## src/rtl/keys_pio.sv

```systemverilog
`default_nettype none
// ============================================================================
// Module   : keys_pio
// Brief    : Avalon-MM input PIO with 2-flop synchronizer, per-bit debounce,
//            rising-edge capture and maskable level interrupt.
// Revision : 1.0 - initial release
// ============================================================================
module keys_pio #(
    parameter int DATA_WIDTH      = 8,
    parameter int DEBOUNCE_CYCLES = 4,
    parameter int CNT_WIDTH       = 3
) (
    input  logic                  clk,
    input  logic                  reset_n,
    input  logic [1:0]            address,
    input  logic                  chipselect,
    input  logic                  write_n,
    input  logic [DATA_WIDTH-1:0] writedata,
    output logic [DATA_WIDTH-1:0] readdata,
    input  logic [DATA_WIDTH-1:0] in_port,
    output logic                  irq
);

    localparam logic [CNT_WIDTH-1:0] c_CNT_MAX = CNT_WIDTH'(DEBOUNCE_CYCLES - 1);

    logic [DATA_WIDTH-1:0] r_s1;
    logic [DATA_WIDTH-1:0] r_s2;
    logic [DATA_WIDTH-1:0] r_filt;
    logic [DATA_WIDTH-1:0] r_filt_d;
    logic [DATA_WIDTH-1:0] r_mask;
    logic [DATA_WIDTH-1:0] r_edge;
    logic [CNT_WIDTH-1:0]  r_cnt [DATA_WIDTH];

    logic                  w_wr;
    logic [DATA_WIDTH-1:0] w_rise;
    logic [DATA_WIDTH-1:0] w_clr;

    assign w_wr   = chipselect & ~write_n;
    assign w_rise = r_filt & ~r_filt_d;
    assign w_clr  = (w_wr && address == 2'd3) ? writedata : '0;

    always_ff @(posedge clk or negedge reset_n) begin
        if (!reset_n) begin
            r_s1 <= '0;
            r_s2 <= '0;
        end else begin
            r_s1 <= in_port;
            r_s2 <= r_s1;
        end
    end

    // A bit only moves once it has disagreed with filt for DEBOUNCE_CYCLES edges in a row
    always_ff @(posedge clk or negedge reset_n) begin
        if (!reset_n) begin
            r_filt <= '0;
            for (int i = 0; i < DATA_WIDTH; i++) begin
                r_cnt[i] <= '0;
            end
        end else begin
            for (int i = 0; i < DATA_WIDTH; i++) begin
                if (r_s2[i] == r_filt[i]) begin
                    r_cnt[i] <= '0;
                end else if (r_cnt[i] == c_CNT_MAX) begin
                    r_filt[i] <= r_s2[i];
                    r_cnt[i]  <= '0;
                end else begin
                    r_cnt[i] <= r_cnt[i] + CNT_WIDTH'(1);
                end
            end
        end
    end

    // New edges win over a simultaneous write-1-to-clear of the same bit
    always_ff @(posedge clk or negedge reset_n) begin
        if (!reset_n) begin
            r_filt_d <= '0;
            r_mask   <= '0;
            r_edge   <= '0;
        end else begin
            r_filt_d <= r_filt;
            r_edge   <= (r_edge & ~w_clr) | w_rise;
            if (w_wr && address == 2'd2) begin
                r_mask <= writedata;
            end
        end
    end

    always_comb begin
        readdata = '0;
        if (chipselect) begin
            case (address)
                2'd0:    readdata = r_filt;
                2'd2:    readdata = r_mask;
                2'd3:    readdata = r_edge;
                default: readdata = '0;
            endcase
        end
    end

    assign irq = |(r_edge & r_mask);

endmodule
`default_nettype wire
```

## config.mk

```make
export PLATFORM = sky130hd
export DESIGN_NAME = keys_pio
export DESIGN_NICKNAME = d
export VERILOG_FILES = /design/src/rtl/keys_pio.sv
export SDC_FILE = /design/constraint.sdc
export NUM_CORES = 1
export LEC_CHECK = 0
export CAP_MARGIN = 20
export CORE_MARGIN = 1
export CORE_UTILIZATION = 50
export DETAILED_ROUTE_END_ITERATION = 16
export HOLD_SLACK_MARGIN = 0.03
export PLACE_DENSITY_LB_ADDON = 0.15
export SLEW_MARGIN = 0
export SYNTH_ARGS = -nofsm -noshare
export SYNTH_HDL_FRONTEND = slang
export SYNTH_SLANG_ARGS = --single-unit
```

## constraint.sdc

```tcl
create_clock -name clk -period 1.55 [get_ports clk]
set_clock_uncertainty 0.05 [all_clocks]
set_input_delay 0.31 -clock clk [delete_from_list [all_inputs] [get_ports clk]]
set_output_delay 0.31 -clock clk [all_outputs]
set_load 0.02 [all_outputs]
```

==> run metrics <==
Max-slew headroom 74.8%; Mapped Avg Cell Area 13.9 µm²; CTS root buf clkbuf_8; H-tree Lvls 3; Pins Over Slew Limit 0; Seq/Total Area, Yosys 63.6%; Inst Count DP 318; Top Family by Delay on Critical Path flip-flops; initial antenna violation count 0; clock slew at reported path FFs 0.07 ns; ant diodes 0; DIE WIDTH 77.3 µm; top cells by count, synth dfrtp_1, nor2b_1, nor3b_1; Total Wirelength 4960 µm; Post-route DRC 0; Initial Util 51.8%; Total GRT Usage 19.7%; Cell Rows 27; worst path bufs/invs 1; Final Critical Period 1.62 ns; Skew-Pair Late Insertion Delay 0.34 ns; asr flop ratio synth 100%; first-pass iteration count of the detailed router 4; Worst VDD drop 0.000898 V; dpl ws -0.765 ns; area share of the largest cell type after synthesis 63.6%; die extent in y 77.3 µm; pwr dens 1600 mW/mm²; Die Area 0.00597 mm²; top_reg_cell synth dfrtp_1; via count 1741; Synthesis Warnings 0; synth-to-layout area growth 32.3%; critical path class reg -> out; setup violators final 8; HP Class reg -> reg; Ports 31; Final period util 105%; Cell Chain, Critical Path a22oi_2, nand4_1, buf_4; CTS tree built; crit path capture type primary output; RSZ-0062 raised after global routing yes; number of synthesized flops with an enable pin 0; total CTS buffers 9; top-count cell post-synth dfrtp_1; RD Place Congestion 0.704; Nets 296; FF+latch count, synth 72; Sink Count 72; Net Count, Synth 234; layout cell share with drive strength beyond 1 28.8%; startpoint types flop; Max-Cap Viols 0; wire per inst 14.5 µm; hold violation count in the final report 0; first-pass GRT wire length 8760 µm; synthesized instance count 204; f_max 617 MHz; post-synth top area cell dfrtp_1; Layout Cells excl Fill 343; Req. time, crit path 1.19 ns; leakage power 1.75 nW; CP arrival 1.26 ns; fin area 0.00375 mm²; CP Max Fanout 3; outcome finished with violations; vias in the first global route 1876; number of port buffers 30; Slowest-stage cell, CP dfrtp_1; placed cell area 0.00336 mm²; HPWL Detailed 3100 µm; vias per cell 5.08; Core Area 0.00547 mm²; Mapped Area 0.00283 mm²; largest net degree at the start of global routing 73; PnR worst setup slack -0.0710 ns; worst stage delay on the critical path 0.41 ns; violated checks negative setup slack; global route overflow 0; antenna-violating nets left 0; CTS max path bufs 2; Initial DRC Count 69; library cells used by synthesis 24; largest cells by area after synthesis dfrtp_1, mux2_4, ha_1, nor3b_1, nor2b_1; worst slew pin tran 0.378 ns
==> metrics by stage <==
stage               util, %  setup TNS, ns  hold slack [ns]  power [mW]
floorplan                 -         -0.111          -0.0356        3.51
global placement       61.3         -10.05            0.282        4.03
detailed placement     61.3         -10.14            0.286        4.11
CTS                    67.9         -0.243            0.300        6.04
global route           68.5         -0.796            0.312        6.42
finish                 68.5         -0.259            0.297        6.01
==> layer usage <==
metal  global-route usage [%]  up-vias  wire [µm]
li1                         -      833          -
met1                     25.8      853       2270
met2                     29.6       42       2310
met3                     5.12       13        246
met4                     11.3        0        136
met5                        0        -          0
==> cell type report <==
type | instances | area, µm²
clock inverter | 5 | 103
sequential | 72 | 1800
multi-input combinational | 118 | 1000
timing repair buffer | 57 | 571
clock buffer | 11 | 151
inverter | 8 | 30.0
tap | 72 | 90.1
fill | 403 | 1720
==> cells in the final DEF (no fill, tap or decap), types with 2 or more instances in the layout <==
master / Yosys / routed
a21oi_1: 6 / 4
a21oi_2: 0 / 2
a22o_1: 8 / 8
a22oi_2: 0 / 3
and2b_1: 2 / 2
buf_12: 0 / 4
buf_2: 1 / 2
buf_4: 2 / 28
bufinv_16: 0 / 3
clkbuf_8: 0 / 11
clkdlybuf4s50_1: 0 / 17
dfrtp_1: 72 / 72
ha_1: 8 / 8
inv_1: 8 / 8
mux2_2: 8 / 8
mux2_4: 8 / 8
mux2i_1: 8 / 8
nand2_1: 11 / 11
nor2b_1: 15 / 13
nor3_1: 8 / 8
nor3b_1: 13 / 13
o21ai_1: 0 / 6
o32ai_2: 0 / 2
xnor2_1: 8 / 8
==> cells by family (layout without fill, tap and decap cells) <==
| kind of cell | after synthesis | count (layout) | synth area share (%) |
|---|---|---|---|
| buf+inv | 14 | 81 | 2.69 |
| simple gates | 52 | 52 | 11.2 |
| mux | 24 | 24 | 10.2 |
| xor+xnor | 8 | 8 | 2.47 |
| fa+ha+maj | 8 | 8 | 3.53 |
| compound gates | 26 | 26 | 6.27 |
| flops | 72 | 72 | 63.6 |
==> flip-flops by register name, summed over array words and instances (netlist names) <==
signal and count:
r_cnt 24, r_edge 8, r_filt 8, r_filt_d 8
r_mask 8, r_s1 8, r_s2 8
==> final timing paths <==
check	startpoint	to	slack (ns)	depth (start not counted)
min in group asynchronous	reset_n	r_s1[7]	0.47	3
max reg2reg	r_cnt[6]	r_filt[5]	0.27	3
min	r_s1[1]	r_s2[1]	0.30	0
max in group asynchronous	reset_n	r_mask[3]	0.66	3
min reg2reg	r_s1[1]	r_s2[1]	0.30	0
max	r_mask[4]	irq	-0.07	3
==> worst reg2reg max path: cells and delay by family (launching register included) <==
family        cells  cell delay, ns
fa+ha+maj         1            0.16
flops             1            0.35
simple gates      1            0.25
mux               1            0.36
==> where the power goes <==
group	internal, mW	total (mW)	switching, mW
sequential	2.37	2.64	0.263
clock	1.15	1.82	0.671
combinational	0.902	1.55	0.650
total	4.43	6.01	1.58
==> timing repair <==
action | 4_1_cts | 5_1_grt
setup buffers | 4 | 2
resized for setup | 67 | 5
hold endpoints to repair | 72 | 0
cloned | 2 | 0
endpoints found under the setup margin | 9 | 9
pin swaps | 3 | 4
hold buffers | 1 | 0
(Power assumes the default switching activity.)
